--- src/rtl/pq_pkg.sv ---
// Shared types for the register-array priority queue.
// Latency: n/a (types and constants only).
// Backpressure: n/a.
//
// kv_t is the queued item. Only the key is ever compared, as unsigned.
// pq_op_t is the operation latched at acceptance.
// pq_sel_t is the per-cell source select.
package pq_pkg;

    localparam int KEY_WIDTH = 8;
    localparam int VAL_WIDTH = 8;

    typedef struct packed {
        logic [KEY_WIDTH-1:0] key;
        logic [VAL_WIDTH-1:0] val;
    } kv_t;

    typedef enum logic [1:0] {
        ENQ  = 2'd0,
        DEQ  = 2'd1,
        REPL = 2'd2
    } pq_op_t;

    // Code 2'b11 is never generated and decodes the same as SEL_NBR.
    typedef logic [1:0] pq_sel_t;
    localparam pq_sel_t SEL_HOLD = 2'b00;
    localparam pq_sel_t SEL_NEW  = 2'b01;
    localparam pq_sel_t SEL_NBR  = 2'b10;

endpackage

--- src/rtl/ra_pq_cell.sv ---
// One priority-queue array cell: a kv_t register with a 3-way source select.
// Latency: 1 cycle from select to register update.
// Backpressure: none; the cell follows its select code every cycle.
//
// Ports: clk, rst (sync, active-high, clears to '0), sel (hold/new/neighbour),
//        new_kv (item being inserted), nbr_kv (already-muxed neighbour),
//        cell_kv (current contents, also the hold source).
module ra_pq_cell
    import pq_pkg::*;
(
    input  logic    clk,
    input  logic    rst,
    input  pq_sel_t sel,
    input  kv_t     new_kv,
    input  kv_t     nbr_kv,
    output kv_t     cell_kv
);

    kv_t kv_q;
    kv_t kv_d;

    always_comb begin
        kv_d = kv_q;
        case (sel)
            SEL_HOLD: kv_d = kv_q;
            SEL_NEW:  kv_d = new_kv;
            default:  kv_d = nbr_kv;
        endcase
    end

    always_ff @(posedge clk) begin
        if (rst) begin
            kv_q <= '0;
        end else begin
            kv_q <= kv_d;
        end
    end

    assign cell_kv = kv_q;

endmodule

--- src/rtl/ra_pq_ctrl.sv ---
// Register-array priority queue controller: DEPTH sorted cells, minimum key at cell 0.
// Latency: accept at edge T, array/count updated at edge T+1; one operation per 2 cycles.
// Backpressure: both readies are low in SHIFT; enq_ready low when full (unless replacing).
//
// Ports: clk, rst (sync active-high); enq_valid/enq_kv/enq_ready insert;
//        deq_valid/deq_ready pop, deq_kv = head (cell 0); count/empty/full status;
//        busy = FSM in SHIFT.
// Build option RA_PQ_REPLACE_EN: a simultaneous enq+deq on a non-empty queue becomes
// one REPL operation. Without it the dequeue wins and the enqueue waits for a later IDLE.
module ra_pq_ctrl
    import pq_pkg::*;
#(
    parameter  int DEPTH = 8,
    localparam int CW    = $clog2(DEPTH + 1)
) (
    input  logic          clk,
    input  logic          rst,
    input  logic          enq_valid,
    input  kv_t           enq_kv,
    output logic          enq_ready,
    input  logic          deq_valid,
    output logic          deq_ready,
    output kv_t           deq_kv,
    output logic [CW-1:0] count,
    output logic          empty,
    output logic          full,
    output logic          busy
);

    typedef enum logic {
        IDLE  = 1'b0,
        SHIFT = 1'b1
    } state_t;

    state_t        state_q, state_d;
    pq_op_t        op_q, op_d;
    logic [CW-1:0] pos_q, pos_d;
    logic [CW-1:0] count_q, count_d;
    kv_t           new_kv_q, new_kv_d;

    kv_t           cell_kv [DEPTH];
    kv_t           nbr_kv  [DEPTH];
    pq_sel_t       sel     [DEPTH];

    logic [CW-1:0] pos_c;
    logic          enq_acc;
    logic          deq_acc;

    assign empty  = (count_q == '0);
    assign full   = (count_q == CW'(DEPTH));
    assign busy   = (state_q == SHIFT);
    assign count  = count_q;
    assign deq_kv = cell_kv[0];

    // Insert position: number of valid cells whose key is <= the new key, so
    // equal keys land behind existing ones and pop in arrival order.
    always_comb begin
        pos_c = '0;
        for (int i = 0; i < DEPTH; i++) begin
            if ((CW'(i) < count_q) && (cell_kv[i].key <= enq_kv.key)) begin
                pos_c = pos_c + CW'(1);
            end
        end
    end

    always_comb begin
        enq_ready = 1'b0;
        deq_ready = 1'b0;
        if (state_q == IDLE) begin
            deq_ready = !empty;
`ifdef RA_PQ_REPLACE_EN
            // When full, a concurrent dequeue frees the slot the insert needs.
            enq_ready = !full || deq_valid;
`else
            enq_ready = !full && !(deq_valid && !empty);
`endif
        end
    end

    assign enq_acc = enq_valid && enq_ready;
    assign deq_acc = deq_valid && deq_ready;

    always_comb begin
        state_d  = state_q;
        op_d     = op_q;
        pos_d    = pos_q;
        count_d  = count_q;
        new_kv_d = new_kv_q;
        case (state_q)
            IDLE: begin
                if (enq_acc || deq_acc) begin
                    state_d  = SHIFT;
                    pos_d    = pos_c;
                    new_kv_d = enq_kv;
`ifdef RA_PQ_REPLACE_EN
                    if (enq_acc && deq_acc) begin
                        op_d = REPL;
                    end else
`endif
                    if (enq_acc) begin
                        op_d = ENQ;
                    end else begin
                        op_d = DEQ;
                    end
                end
            end
            default: begin
                state_d = IDLE;
                case (op_q)
                    ENQ:     count_d = count_q + CW'(1);
                    DEQ:     count_d = count_q - CW'(1);
                    default: count_d = count_q;
                endcase
            end
        endcase
    end

`ifdef RA_PQ_REPLACE_EN
    // Head leaves while the new item goes in: its slot shifts down by one,
    // clamped to cell 0 when the new key is below the current head.
    logic [CW-1:0] repl_p;
    assign repl_p = (pos_q == '0) ? '0 : (pos_q - CW'(1));
`endif

    always_comb begin
        for (int i = 0; i < DEPTH; i++) begin
            sel[i] = SEL_HOLD;
            if (state_q == SHIFT) begin
                case (op_q)
                    ENQ: begin
                        if (CW'(i) < pos_q) begin
                            sel[i] = SEL_HOLD;
                        end else if (CW'(i) == pos_q) begin
                            sel[i] = SEL_NEW;
                        end else begin
                            sel[i] = SEL_NBR;
                        end
                    end
                    DEQ: begin
                        sel[i] = (i < DEPTH - 1) ? SEL_NBR : SEL_HOLD;
                    end
`ifdef RA_PQ_REPLACE_EN
                    REPL: begin
                        if (CW'(i) < repl_p) begin
                            sel[i] = SEL_NBR;
                        end else if (CW'(i) == repl_p) begin
                            sel[i] = SEL_NEW;
                        end else begin
                            sel[i] = SEL_HOLD;
                        end
                    end
`endif
                    default: sel[i] = SEL_HOLD;
                endcase
            end
        end
    end

    // Neighbour is the cell below for ENQ (shift up) and the cell above for
    // DEQ/REPL (shift down). Edge cells never select a missing neighbour, so
    // they feed back their own value there.
    for (genvar g = 0; g < DEPTH; g++) begin : g_cell
        if (g == 0) begin : g_lo
            assign nbr_kv[g] = (op_q == ENQ) ? cell_kv[g] : cell_kv[g+1];
        end else if (g == DEPTH - 1) begin : g_hi
            assign nbr_kv[g] = (op_q == ENQ) ? cell_kv[g-1] : cell_kv[g];
        end else begin : g_mid
            assign nbr_kv[g] = (op_q == ENQ) ? cell_kv[g-1] : cell_kv[g+1];
        end

        ra_pq_cell u_cell (
            .clk     (clk),
            .rst     (rst),
            .sel     (sel[g]),
            .new_kv  (new_kv_q),
            .nbr_kv  (nbr_kv[g]),
            .cell_kv (cell_kv[g])
        );
    end

    always_ff @(posedge clk) begin
        if (rst) begin
            state_q  <= IDLE;
            op_q     <= ENQ;
            pos_q    <= '0;
            count_q  <= '0;
            new_kv_q <= '0;
        end else begin
            state_q  <= state_d;
            op_q     <= op_d;
            pos_q    <= pos_d;
            count_q  <= count_d;
            new_kv_q <= new_kv_d;
        end
    end

endmodule

--- config.mk ---
export PLATFORM = sky130hd
export DESIGN_NAME = ra_pq_ctrl
export DESIGN_NICKNAME = d
export VERILOG_FILES = /design/src/rtl/pq_pkg.sv /design/src/rtl/ra_pq_cell.sv /design/src/rtl/ra_pq_ctrl.sv
export SDC_FILE = /design/constraint.sdc
export NUM_CORES = 1
export LEC_CHECK = 0
export ABC_AREA = 1
export BUFFER_PORTS_ARGS = -buffer_cell sky130_fd_sc_hd__buf_2
export CAP_MARGIN = 25
export CORE_ASPECT_RATIO = 2
export CORE_MARGIN = 2
export CORE_UTILIZATION = 60
export CTS_BUF_LIST = sky130_fd_sc_hd__clkbuf_2
export DETAILED_ROUTE_END_ITERATION = 12
export PLACE_DENSITY = 0.78
export SLEW_MARGIN = 10
export SYNTH_ARGS = -nofsm -noshare
export SYNTH_HDL_FRONTEND = slang
export SYNTH_HIERARCHICAL = 1
export SYNTH_SLANG_ARGS = --single-unit
export TNS_END_PERCENT = 20
--- constraint.sdc ---
create_clock -name clk -period 7.3 [get_ports clk]
set_input_delay 1.095 -clock clk [delete_from_list [all_inputs] [get_ports clk]]
set_output_delay 1.095 -clock clk [all_outputs]
set_load 0.01 [all_outputs]
# Word-level counts from Yosys, hierarchy flattened
# Cells that the tools add are included.
[classes] order_cmp=24 n_bitwise=3 n_eq_ne=18 reduce_logical=34 addsub=9 n_mux=61
[op_table] cell="$pmux W16 S2" n=8
[op_table] cell="$mux W16" n=8
[op_table] cell="$le A8 B8 Y1" n=8
[op_table] cell="$mux W2" n=26
[op_table] cell="$lt A3 B4 Y1 const A" n=8
[op_table] cell="$add A4 B1 Y4 const B" n=7
[op_table] cell="$pmux W2 S2" n=7
[op_table] cell="$mux W4" n=6
[op_table] cell="$eq A2 B1 Y1 const B" n=9
[op_table] cell="$logic_not A2 Y1" n=9
[op_table] cell="$eq A3 B4 Y1 const A" n=4
[op_table] cell="$lt A1 B4 Y1 const A" n=4
[op_table] cell="$lt A2 B4 Y1 const A" n=4
[op_table] cell="$logic_and A1 B1 Y1" n=12
[op_table] cell="$eq A2 B4 Y1 const A" n=2
[op_table] cell="$logic_not A4 Y1" n=2
[op_table] cell="$pmux W4 S2" n=1
[op_table] cell="$reduce_and A2 Y1" n=4
[op_table] cell="$mux W1" n=5
[op_table] cell="$eq A1 B4 Y1 const A" n=1
[op_table] cell="$eq A4 B4 Y1 const B" n=1
[op_table] cell="$reduce_bool A2 Y1" n=2
[op_table] cell="$sub A4 B1 Y4 const B" n=1
[op_table] cell="$logic_not A1 Y1" n=3
[op_table] cell="5 further kinds" n=7
[word_totals] in_bits=20 wordCells=171 ff_bits=155 out_inout_bits=25

# Depth between registers and ports, before layout
# Gate-level depths: netlist of run 1.
[logic_depth] word_depth=17 ltp_mapped=33 mapped_depth_nobuf=33

# Modules after synthesis
# Netlist of run 1, hierarchy kept.
[modules_own_cells] module="ra_pq_cell" area_per_inst_um2=832.0 instances=8 seq_area_each_um2=320.3 cells_each=122
[modules_own_cells] module="ra_pq_ctrl" area_per_inst_um2=4762.1 instances=1 seq_area_each_um2=520.5 cells_each=844

# Worst setup path before layout of run 1
# Ideal clock, no wire load.
[synth_path] kind="in2reg" startpoint="in enq_kv[11] in the netlist's numbering" endpoint="reg pos_q[1]" cell_stages=28 required_time_ps=7178 n_path_buf=0 setup_slack_ps=2216 t_arrival_ps=4962 cell_sequence="inv_1 -> ha_1 -> nand2_1 -> inv_1 -> a221oi_1 -> o211ai_1 -> o21ai_0 -> nand2_1 -> inv_1 -> ha_1 -> inv_1 -> nand3_1 -> nand2_1 -> xor2_1 -> o21ai_0 -> ha_1 -> nand2_1 -> nand2_1 -> nor2_1 -> nand3b_1 -> nand2_1 -> ha_1 -> or2_2 -> nand2_1 -> inv_1 -> ha_1 -> o211ai_1 -> a21oi_1"
[synth_between] elab_chain_len=17
[synth_lines] element="start: declaration" line="ra_pq_ctrl.sv:19" source="input kv_t enq_kv,"
[synth_lines] element="$le A8 B8 Y1" line="ra_pq_ctrl.sv:60" source="if ((CW'(i) < count_q) && (cell_kv[i].key <= enq_kv.key)) begin"
[synth_lines] element="$logic_and A1 B1 Y1" line="ra_pq_ctrl.sv:60"
[synth_lines] element="$mux W1" line="ra_pq_ctrl.sv:60"
[synth_lines] element="$add A1 B1 Y2" line="ra_pq_ctrl.sv:61" source="pos_c = pos_c + CW'(1);"
[synth_lines] element="$mux W2" line="ra_pq_ctrl.sv:60"
[synth_lines] element="$add A4 B1 Y4" line="ra_pq_ctrl.sv:61"
[synth_lines] element="$mux W4" line="ra_pq_ctrl.sv:60"
[synth_lines] element="$add A4 B1 Y4" line="ra_pq_ctrl.sv:61"
[synth_lines] element="$mux W4" line="ra_pq_ctrl.sv:60"
[synth_lines] element="$add A4 B1 Y4" line="ra_pq_ctrl.sv:61"
[synth_lines] element="$mux W4" line="ra_pq_ctrl.sv:60"
[synth_lines] element="$add A4 B1 Y4" line="ra_pq_ctrl.sv:61"
[synth_lines] element="$mux W4" line="ra_pq_ctrl.sv:60"
[synth_lines] element="$add A4 B1 Y4" line="ra_pq_ctrl.sv:61"
[synth_lines] element="$mux W4" line="ra_pq_ctrl.sv:60"
[synth_lines] element="$add A4 B1 Y4" line="ra_pq_ctrl.sv:61"
[synth_lines] element="$mux W4 *" line="ra_pq_ctrl.sv:60"
[synth_lines] element="end signal: assignment" line="ra_pq_ctrl.sv:191" source="pos_q <= pos_d;"
[synth_lines] element="end: declaration" line="ra_pq_ctrl.sv:37" source="logic [CW-1:0] pos_q, pos_d;"
# Mark *: on every way between the ends. The rest lies on a longest branch, timed or not.
# A chain may end at the register's enable or synchronous reset.

# Final worst setup path of run 1
[layout_path] startpoint="in enq_kv[9] in the netlist's numbering" endpoint="reg pos_q[2]"
# Same word-level chain as after synthesis.

==> run_results.csv, run 1 <==
group,metric,value,unit
detailed_routing,drtIter0Drc,871,
grt,antenna_found_initial,1,
floorplanning,die_x,102,um
worst_setup_path,cp_common_cell,"nand2_1",
clock_tree,cts-resized-gates,0,
synth,yosys.area_share.simple,0.417,
synth,synth_compound_area_frac,0.0800,
worst_setup_path,r2r_start,"g_cell[1].u_cell/cell_kv[11]",
synth,ys_ff_latch,154,
grt,grt_util_all_layers,0.350,
detailed_routing,first_pass_iters,9,
detailed_routing,wire_per_inst,16.4,um
placed_design,place_inst,2050,
timing,fmax,196,MHz
timing,timing.hold.ws,0.484,ns
hold_path,min_path_cells,3,
timing,worstMarginPinSlew,1.03,ns
timing,maxSlewHeadroom,0.313,
hold_path,hp-class,"primary input to flop",
worst_setup_path,r2r_end,"pos_q[2]",
grt,grt_pass1_wl,55800,um
synth,synth.largest_area_cell,"dfxtp_1",
run,drv_cap,0,
grt,grt_start_max_net_pins,109,
floorplanning,coreArea,18700,sq um
pwr,p_per_area,211,nW/um^2
worst_setup_path,cp_data_arrival_time,5.89,ns
finish,nets,1912,
synth,synthCells,1820,
synth,synth_nets,1917,
detailed_routing,remaining_drc_errors,1,
synth,synth-seq-area-share,0.270,
hold_path,min_to,"new_kv_q[2]",
synth,synthMuxAreaShare,0,
synth,synth_fa_ha_area_frac,0.0844,
clock_tree,numCtsBuffers,17,
timing,final_max_slew_viol_count,0,
synth,syn_area,11400,sq um
clock_tree,htree_levels,4,
synth,synth_top_area_frac,0.270,
finish,final_cells,2084,
finish,drive_gt1_frac,0.0974,
pwr,vdd_drop_max,187,uV
worst_setup_path,reg2reg_depth,30,
floorplanning,initial_core_util,0.609,
run_status,violations,"design-rule violations",
synth,synthXorXnorAreaFrac,0.00153,
placed_design,port_buffers,44,
floorplanning,dieArea,20200,sq um
floorplanning,die_height,199,um
clock_tree,clk_path_buf_depth,2,
worst_setup_path,critical_path_required,8.08,ns
finish,area_delta_synth_final,2.32,%
synth,yosysWarnings,6,
detailed_routing,postRouteAntennaNets,0,
clock_tree,clock-sinks,154,
placed_design,dp_hpwl,25200,um
hold_path,hp-start,"enq_kv[2]",
detailed_routing,routed_wl,34200,um
clock_tree,insertion_delay,0.81,ns
grt,grt_overflow,0,
detailed_routing,vias,11610,
timing,rsz0062_at_grt,"no",
synth,postSynthAreaPerCell,6.27,sq um
worst_setup_path,cp_max_fo,9,
clock_tree,root_buffer,"clkbuf_2",
timing,fin_crit_sh,0.701,
grt,grt_pass1_vias,11197,
timing,setup_viol,0,
clock_tree,hold_buffers,0,
floorplanning,io_pins,45,
floorplanning,row_count,71,
worst_setup_path,critPathSlowestCell,"a221oi_1",
clock_tree,clkSlewWorstSetupHoldPaths,0.24,ns
worst_setup_path,r2r_slack,2.47,ns
detailed_routing,viasPerCell,5.57,
worst_setup_path,max_stage_delay,0.34,ns
timing,fin_crit,5.11,ns
pwr,finalPower,2460,uW
synth,synth_top_family_by_area,"simple AND/OR/NAND/NOR gates",
run_status,outcome,"finished, violations left",
timing,final.setup.tns,0,ns
timing,skew,0.0327,ns
clock_tree,cts_tree,"done",
synth,synth_cell_type_count,43,
pwr,p_leak,0.00646,uW
worst_setup_path,critPathKind,"primary input to flop",
finish,post-route-util,0.623,
timing,hold_viol,0,
placed_design,gp_congestion,0.987,
worst_setup_path,critPathCaptureType,"flop",
clock_tree,cts_setup_buffers,0,
worst_setup_path,start_kind,"primary input",
synth,synth.area.top_cells,"dfxtp_1 (27%), nand2_1 (22%), nand3_1 (12%)",
==> logic make-up (layout without fill, tap and decap cells) <==
| group | after synthesis | after routing |
|---|---|---|
| simple gates | 1076 | 1076 |
| compound gates | 172 | 172 |
| other cells | 0 | 1 |
| flops | 154 | 154 |
| fa+ha+maj | 77 | 77 |
| buf+inv | 339 | 347 |
| xor+xnor | 2 | 2 |
==> cell usage after synthesis, drive strengths merged <==
cell    instances
a211oi          1
a21o            3
a21oi          39
a221oi          1
buf            51
clkbuf         35
dfxtp         154
ha             77
inv           253
nand2         709
nand3         287
nand3b          2
nand4           4
nor2           64
nor2b           1
nor3            4
nor4            2
o211ai          6
o21ai         116
o21bai          1
o22ai           1
o311ai          1
o31ai           2
o32ai           1
or2             3
xor2            2
==> metrics by stage <==
| stage | setup slack (ns) | instance area (sq um) |
|---|---|---|
| 6_report | 2.19 | 11700 |
| 5_1_grt | 1.75 | 11700 |
| 4_1_cts | 2.28 | 11700 |
| 3_5_place_dp | 1.36 | 11400 |
| 3_3_place_gp | 1.44 | 11400 |
| 2_1_floorplan | 2.22 | 11400 |
==> area by class of cell <==
type                            count  area (sq um)
Multi-Input combinational cell   1327          6700
Tap cell                          255           319
Fill cell                        1875          7060
Inverter                          253           970
Timing Repair Buffer               62           375
Clock buffer                       17          85.1
Antenna cell                        1          2.50
Sequential cell                   154          3090
Clock inverter                     15           145
==> state kept, by name, indices dropped and copies added, names as in the netlist <==
name	cells
busy	1
g_cell.u_cell/cell_kv	128
count	4
new_kv_q	16
op_q	1
pos_q	4
==> critical path, delay by kind of cell <==
family                   cells  cell delay, ns
adder cells (fa/ha/maj)      5            1.37
AND/OR/NAND/NOR             11            1.37
AO/OA/AOI/OAI                8            1.07
buffers and inverters        7            0.85
XOR/XNOR                     1            0.15
==> placed cells by master (no fill, tap or decap), types with 17 or more instances in the layout <==
cell      synthesis  layout
nand2_1         670     670
nand3_1         281     281
inv_1           239     239
dfxtp_1         154     153
o21ai_0         109     107
ha_1             77      77
nor2_1           50      49
buf_2             9      44
a21oi_1          37      37
nand2_2          32      32
clkbuf_2          0      17
buf_4             9      17
==> how the worst max path moves through the flow <==
stage	cells past startpoint	to	slack (ns)	start
floorplan	28	pos_q[1]	2.22	enq_kv[11]
global placement	29	pos_q[1]	1.44	enq_kv[11]
detailed placement	29	pos_q[1]	1.36	enq_kv[9]
CTS	32	pos_q[2]	2.28	enq_kv[9]
global route	32	pos_q[2]	1.75	enq_kv[9]
finish	32	pos_q[2]	2.19	enq_kv[9]
==> layer usage <==
metal	GRT usage	vias up	part of all wire
met2	0.622	493	0.51
li1	-	5737	-
met4	0.223	0	0.062
met3	0.0588	136	0.064
met5	0	-	0
met1	0.373	5244	0.36
==> power breakdown <==
| group | internal [uW] | switching, uW |
|---|---|---|
| combinational | 248 | 699 |
| sequential | 889 | 127 |
| clock | 159 | 342 |
(Power assumes the default switching activity.)
==> run 2, diff against run 1 <==
- ABC_AREA: 1 -> 0
- CORE_UTILIZATION: 60 -> 59
- PLACE_DENSITY: 0.78 -> 0.8
- clock period: 7.3 -> 4.7 ns (I/O delays scaled with it)
==> run 2 against run 1 <==
Compared with the run above:
- the flow now finishes without violations
- non-clock buffer count increased by 33
- first-iteration DRC count decreased by 46%
- critical path depth decreased by 5
- sequential share of layout area decreased by 0.70 points
- largest power group unchanged
- highest routed layer unchanged
==> run_results.csv, run 2 <==
group,metric,value,unit
run_status,outcome,"complete, no violations",
worst_setup_path,critical_path_required,5.40,ns
worst_setup_path,reg2reg_depth,27,
synth,synth_ff_type,"dfxtp_1",
placed_design,gp_congestion,0.956,
worst_setup_path,crit_buf_inv,1,
finish,final_cell_mix,"dfxtp_1 (150), nand2_1 (140), nor2b_1 (132)",
worst_setup_path,max_stage_delay,0.41,ns
finish,final_common_cell,"dfxtp_1",
synth,synth-seq-area-share,0.274,
clock_tree,clock-sinks,154,
clock_tree,clkSlewWorstSetupHoldPaths,0.25,ns
synth,synth_common_cells,"dfxtp_1 (154), nand2_1 (140), nor2b_1 (132), mux2i_1 (131), a211oi_2 (83)",
worst_setup_path,cp_max_fo,4,
floorplanning,initial_core_util,0.601,
clock_tree,htree_levels,4,
hold_path,min_to,"op_q[0]",
timing,skew,0.0356,ns
clock_tree,hold_buffers,0,
finish,largest_reg_flops,128,
synth,async_reset_ff_frac,0,
synth,yosys.area_share.simple,0.169,
detailed_routing,routed_wl,31100,um
synth,synth.largest_area_cell,"dfxtp_1",
hold_path,hp-class,"primary input to flop",
timing,maxSlewHeadroom,0.250,
hold_path,hp-start,"enq_valid",
synth,synth_cell_type_count,60,
worst_setup_path,cp_data_arrival_time,5.07,ns
worst_setup_path,critPathCaptureType,"flop",
synth,postSynthAreaPerCell,9.15,sq um
pwr,p_leak,0.00479,uW
worst_setup_path,critPathSlowestCell,"dfxtp_4",
synth,synth_nets,1328,
timing,hold_viol,0,
pwr,p_per_area,355,nW/um^2
run,drv_cap,0,
timing,setup_viol,0,
clock_tree,clk_path_buf_depth,2,
finish,area_delta_synth_final,6.79,%
worst_setup_path,r2r_slack,0.33,ns
grt,grt_start_max_net_pins,105,
timing,final.setup.tns,0,ns
synth,synthMuxAreaShare,0.179,
detailed_routing,postRouteAntennaNets,0,
finish,drive_gt1_frac,0.246,
synth,synthCells,1231,
timing,fin_crit_sh,0.930,
worst_setup_path,r2r_end,"pos_q[2]",
placed_design,dp_hpwl,22600,um
timing,fin_crit,4.37,ns
synth,synth.area.top_cells,"dfxtp_1 (27%), mux2i_1 (12%), a211oi_2 (9.2%)",
synth,synth_enable_flop_cells,0,
placed_design,port_buffers,44,
worst_setup_path,cpLargestDelayFamily,"compound AO/OA/AOI/OAI gates",
clock_tree,numCtsBuffers,17,
synth,ys_ff_latch,154,
synth,syn_area,11300,sq um
timing,worstMarginPinSlew,1.12,ns
pwr,vdd_drop_max,325,uV
synth,synth_fa_ha_area_frac,0.0856,
clock_tree,root_buffer,"clkbuf_2",
finish,reg_top3,"g_cell.u_cell/cell_kv x128, new_kv_q x16",
grt,grt_overflow,0,
synth,synth_compound_area_frac,0.199,
finish,post-route-util,0.642,
floorplanning,die_height,199,um
detailed_routing,drtIter0Drc,466,
floorplanning,io_pins,45,
timing,final_max_slew_viol_count,0,
hold_path,min_path_cells,2,
grt,grt_pass1_wl,49000,um
floorplanning,die_x,102,um
synth,yosysWarnings,6,
worst_setup_path,critPathKind,"flop to flop",
worst_setup_path,start_kind,"flop",
synth,synth_top_family_by_area,"compound AO/OA/AOI/OAI gates",
detailed_routing,wire_per_inst,20.3,um
synth,synth_top_area_frac,0.274,
finish,nets,1362,
synth,synth_most_common_cell,"dfxtp_1",
timing,fmax,229,MHz
clock_tree,cts_tree,"done",
grt,grt_util_all_layers,0.316,
grt,grt_pass1_vias,9690,
clock_tree,insertion_delay,0.78,ns
detailed_routing,vias,9324,
finish,regMostFlops,"g_cell.u_cell/cell_kv",
floorplanning,dieArea,20300,sq um
synth,synthXorXnorAreaFrac,0.0216,
floorplanning,coreArea,18700,sq um
detailed_routing,first_pass_iters,4,
grt,antenna_found_initial,1,
detailed_routing,remaining_drc_errors,0,
worst_setup_path,r2r_start,"g_cell[1].u_cell/cell_kv[9]",
detailed_routing,viasPerCell,6.08,
floorplanning,row_count,71,
## run 2: repair_timing
| item | CTS | global route |
|---|---|---|
| gates resized for setup | 0 | 11 |
| buffers inserted | 0 | 0 |
| setup endpoints to repair | 0 | 3 |
## run 2: stage by stage
stage	setup slack [ns]	cells	hold slack, ns	power [uW]	cell area (sq um)
after floorplan	0.0256	1231	0.518	2930	11300
after global placement	-0.393	1499	0.538	3350	11700
after detailed placement	-0.478	1500	0.553	3410	11700
after CTS	0.0574	1531	0.0480	4240	12000
after global routing	-0.0140	1533	0.0735	4510	12000
final	0.330	1533	0.0813	4270	12000
## run 2: layout make-up
cell class / count / area (sq um)
repair buffers: 95 / 624
fillers: 1536 / 6720
inverters: 67 / 255
diodes: 1 / 2.50
well taps: 255 / 319
clock buffers: 19 / 95.1
clock inverters: 12 / 166
multi-input cells: 930 / 7470
flip-flops and latches: 154 / 3090
## run 2: cells by family after synthesis
logic type                 count (synthesis)
buffers and inverters                    147
adders and majority gates                 77
xor gates and xnor gates                  22
AOI/OAI and AO/OA                        268
DFF                                      154
and+or+nand+nor                          370
muxes                                    193
## run 2: worst max path at each step
| stage | from | endpoint | cells after the start | slack, ns |
|---|---|---|---|---|
| 4_1_cts | g_cell[1].u_cell/cell_kv[9] | pos_q[2] | 27 | 0.06 |
| 6_report | g_cell[1].u_cell/cell_kv[9] | pos_q[2] | 27 | 0.33 |
| 3_5_place_dp | enq_kv[9] | pos_q[2] | 29 | -0.48 |
| 2_1_floorplan | enq_kv[9] | pos_q[2] | 27 | 0.03 |
| 3_3_place_gp | enq_kv[9] | pos_q[2] | 29 | -0.39 |
| 5_1_grt | g_cell[0].u_cell/cell_kv[9] | pos_q[2] | 27 | -0.01 |
## run 2: report_power, final
part	leakage, uW	switching [uW]	total (uW)	internal (uW)
registers	0.00127	295	1790	1490
logic	0.00336	868	1650	779
clock network	0.000159	528	838	310
total	0.00479	1690	4270	2580
## run 2: metal layers
| layer | track usage | share of wire | vias to the layer above |
|---|---|---|---|
| met3 | 0.0353 | 0.028 | 174 |
| met4 | 0.256 | 0.089 | 0 |
| li1 | - | - | 4405 |
| met2 | 0.580 | 0.54 | 297 |
| met5 | 0 | 0 | - |
| met1 | 0.306 | 0.34 | 4448 |
==> run 3, diff against run 2 <==
- CTS_BUF_LIST: sky130_fd_sc_hd__clkbuf_2 -> sky130_fd_sc_hd__clkbuf_8
==> run 3 against run 2 <==
Compared with the run above:
- clock power increased by 30%
- non-clock buffer count increased by 6
- global-route usage increased by 0.46 points
- first-iteration DRC count increased by 5.2%
- clock skew decreased by 0.025 ns
- final cell count increased by 0.33%
- sequential power about the same
- maximum frequency decreased by 4.8%
- sequential cell count unchanged
- utilization increased by 1.4 points
- critical path depth increased by 2
- die area unchanged
- largest power group unchanged
==> run_results.csv, run 3 (synthesis results as in run 2) <==
group,metric,value,unit
run_status,outcome,"complete, no violations",
clock_tree,clkSlewWorstSetupHoldPaths,0.09,ns
timing,setup_viol,0,
clock_tree,hold_buffers,0,
floorplanning,die_x,102,um
worst_setup_path,critPathSlowestCell,"ha_1",
finish,final_common_cell,"dfxtp_1",
worst_setup_path,start_kind,"primary input",
pwr,p_per_area,373,nW/um^2
detailed_routing,vias,9476,
worst_setup_path,max_stage_delay,0.31,ns
floorplanning,initial_core_util,0.601,
clock_tree,htree_levels,4,
floorplanning,die_height,199,um
worst_setup_path,critical_path_required,5.09,ns
finish,regMostFlops,"g_cell.u_cell/cell_kv",
finish,final_cell_mix,"dfxtp_1 (153), nand2_1 (139), nor2b_1 (131), mux2i_1 (131), a211oi_2 (84)",
placed_design,port_buffers,44,
finish,drive_gt1_frac,0.253,
worst_setup_path,critPathKind,"primary input to flop",
hold_path,min_to,"op_q[0]",
finish,largest_reg_flops,128,
clock_tree,numCtsBuffers,17,
worst_setup_path,cp_data_arrival_time,4.98,ns
floorplanning,coreArea,18700,sq um
pwr,vdd_drop_max,329,uV
clock_tree,root_buffer,"clkbuf_8",
timing,rsz0062_at_grt,"yes",
placed_design,pre_cts_slack,-0.478,ns
timing,fmax,218,MHz
timing,final_max_slew_viol_count,0,
hold_path,hp-start,"enq_valid",
timing,skew,0.0108,ns
detailed_routing,remaining_drc_errors,0,
clock_tree,clock-sinks,154,
placed_design,place_inst,1500,
finish,antenna_cells,0,
detailed_routing,wire_per_inst,20.8,um
hold_path,hp-class,"primary input to flop",
timing,fin_crit_sh,0.976,
detailed_routing,routed_wl,31900,um
grt,grt_util_all_layers,0.320,
hold_path,min_path_cells,2,
timing,fin_ws,0.111,ns
pwr,switchingPower,1740,uW
clock_tree,insertion_delay,0.46,ns
pwr,swShare,0.379,
worst_setup_path,r2r_end,"pos_q[2]",
pwr,clock_power_share,0.239,
placed_design,dp_hpwl,22600,um
pwr,pwr-share-comb,0.372,
worst_setup_path,r2r_start,"g_cell[1].u_cell/cell_kv[9]",
finish,nets,1368,
detailed_routing,postRouteAntennaNets,0,
grt,grt_pass1_wl,49700,um
grt,grt_start_max_net_pins,105,
finish,reg_top3,"g_cell.u_cell/cell_kv x128, new_kv_q x16",
worst_setup_path,critPathCaptureType,"flop",
pwr,p_int,2850,uW
timing,hold_viol,0,
finish,finish.instance_area,12300,sq um
pwr,finalPower,4580,uW
timing,worstMarginPinSlew,1.15,ns
run,drv_cap,0,
floorplanning,row_count,71,
worst_setup_path,cp_common_cell,"xor2_1",
finish,final_cells,1538,
grt,antenna_found_initial,0,
placed_design,dpl-instance-area,11700,sq um
clock_tree,clk_path_buf_depth,2,
worst_setup_path,reg2reg_depth,27,
pwr,seqPwrFrac,0.389,
timing,maxSlewHeadroom,0.233,
grt,grt_overflow,0,
worst_setup_path,r2r_slack,0.16,ns
floorplanning,io_pins,45,
placed_design,gp_congestion,0.956,
detailed_routing,drtIter0Drc,490,
worst_setup_path,cp_max_fo,3,
finish,area_delta_synth_final,9.07,%
detailed_routing,viasPerCell,6.16,
grt,grt_pass1_vias,9827,
finish,post-route-util,0.655,
timing,fin_crit,4.59,ns
floorplanning,dieArea,20300,sq um
pwr,p_leak,0.00489,uW
clock_tree,cts_tree,"done",
detailed_routing,first_pass_iters,5,
==> run 3: cell count changes in the layout (fill, tap and decap cells not counted), sizes merged <==
| cell | delta |
|---|---|
| clkinv | -1 |
| diode | -1 |
| buf | +6 |
| inv | +2 |
| clkbuf | -1 |
==> run 3: power groups by stage <==
stage          sequential, uW  clock [uW]  combinational [uW]
2_1_floorplan            1650           0                1280
3_3_place_gp             1800           0                1550
3_5_place_dp             1800           0                1610
4_1_cts                  1770        1100                1620
5_1_grt                  1800        1160                1870
6_report                 1780        1090                1700
==> run 3: worst max path at each step <==
| stage | to | slack, ns | from | cells past startpoint |
|---|---|---|---|---|
| 2_1_floorplan | pos_q[2] | 0.03 | enq_kv[9] | 27 |
| 3_3_place_gp | pos_q[2] | -0.39 | enq_kv[9] | 29 |
| 3_5_place_dp | pos_q[2] | -0.48 | enq_kv[9] | 29 |
| 4_1_cts | pos_q[2] | 0.006 | enq_kv[9] | 29 |
| 5_1_grt | pos_q[2] | -0.15 | enq_kv[9] | 29 |
| 6_report | pos_q[2] | 0.11 | enq_kv[9] | 29 |
==> run 3: through the flow <==
| step | TNS [ns] | hold WS, ns |
|---|---|---|
| final | 0 | 0.431 |
| after detailed placement | -1.28 | 0.553 |
| after floorplan | 0 | 0.518 |
| after CTS | 0 | 0.415 |
| after global placement | -0.991 | 0.538 |
| after global routing | -0.265 | 0.424 |
==> run 3: final cells by class <==
class	instances	area [sq um]
Clock inverter	13	170
Multi-Input combinational cell	930	7520
Inverter	67	255
Timing Repair Buffer	101	679
Sequential cell	154	3090
Clock buffer	18	248
Tap cell	255	319
Fill cell	1471	6460
==> run 3: worst max-delay path: cells and delay by family <==
kind / cells / cell delay (ns)
compound gates: 9 / 1.38
mux: 1 / 0.18
buf+inv: 3 / 0.28
simple gates: 7 / 0.58
fa+ha+maj: 5 / 1.25
xor+xnor: 4 / 0.61
==> run 3: metal layers <==
metal  vias up  global-route usage  part of all wire
met5         -                   0                 0
met4         0               0.277             0.089
met3       183              0.0381             0.032
li1       4422                   -                 -
met2       350               0.579              0.54
met1      4521               0.309              0.34
==> run 3: timing repair <==
item,4_1_cts,5_1_grt
resized for setup,1,20
pin swaps,3,19
endpoints found under the setup margin,1,3
setup buffers,1,5
cloned,0,0
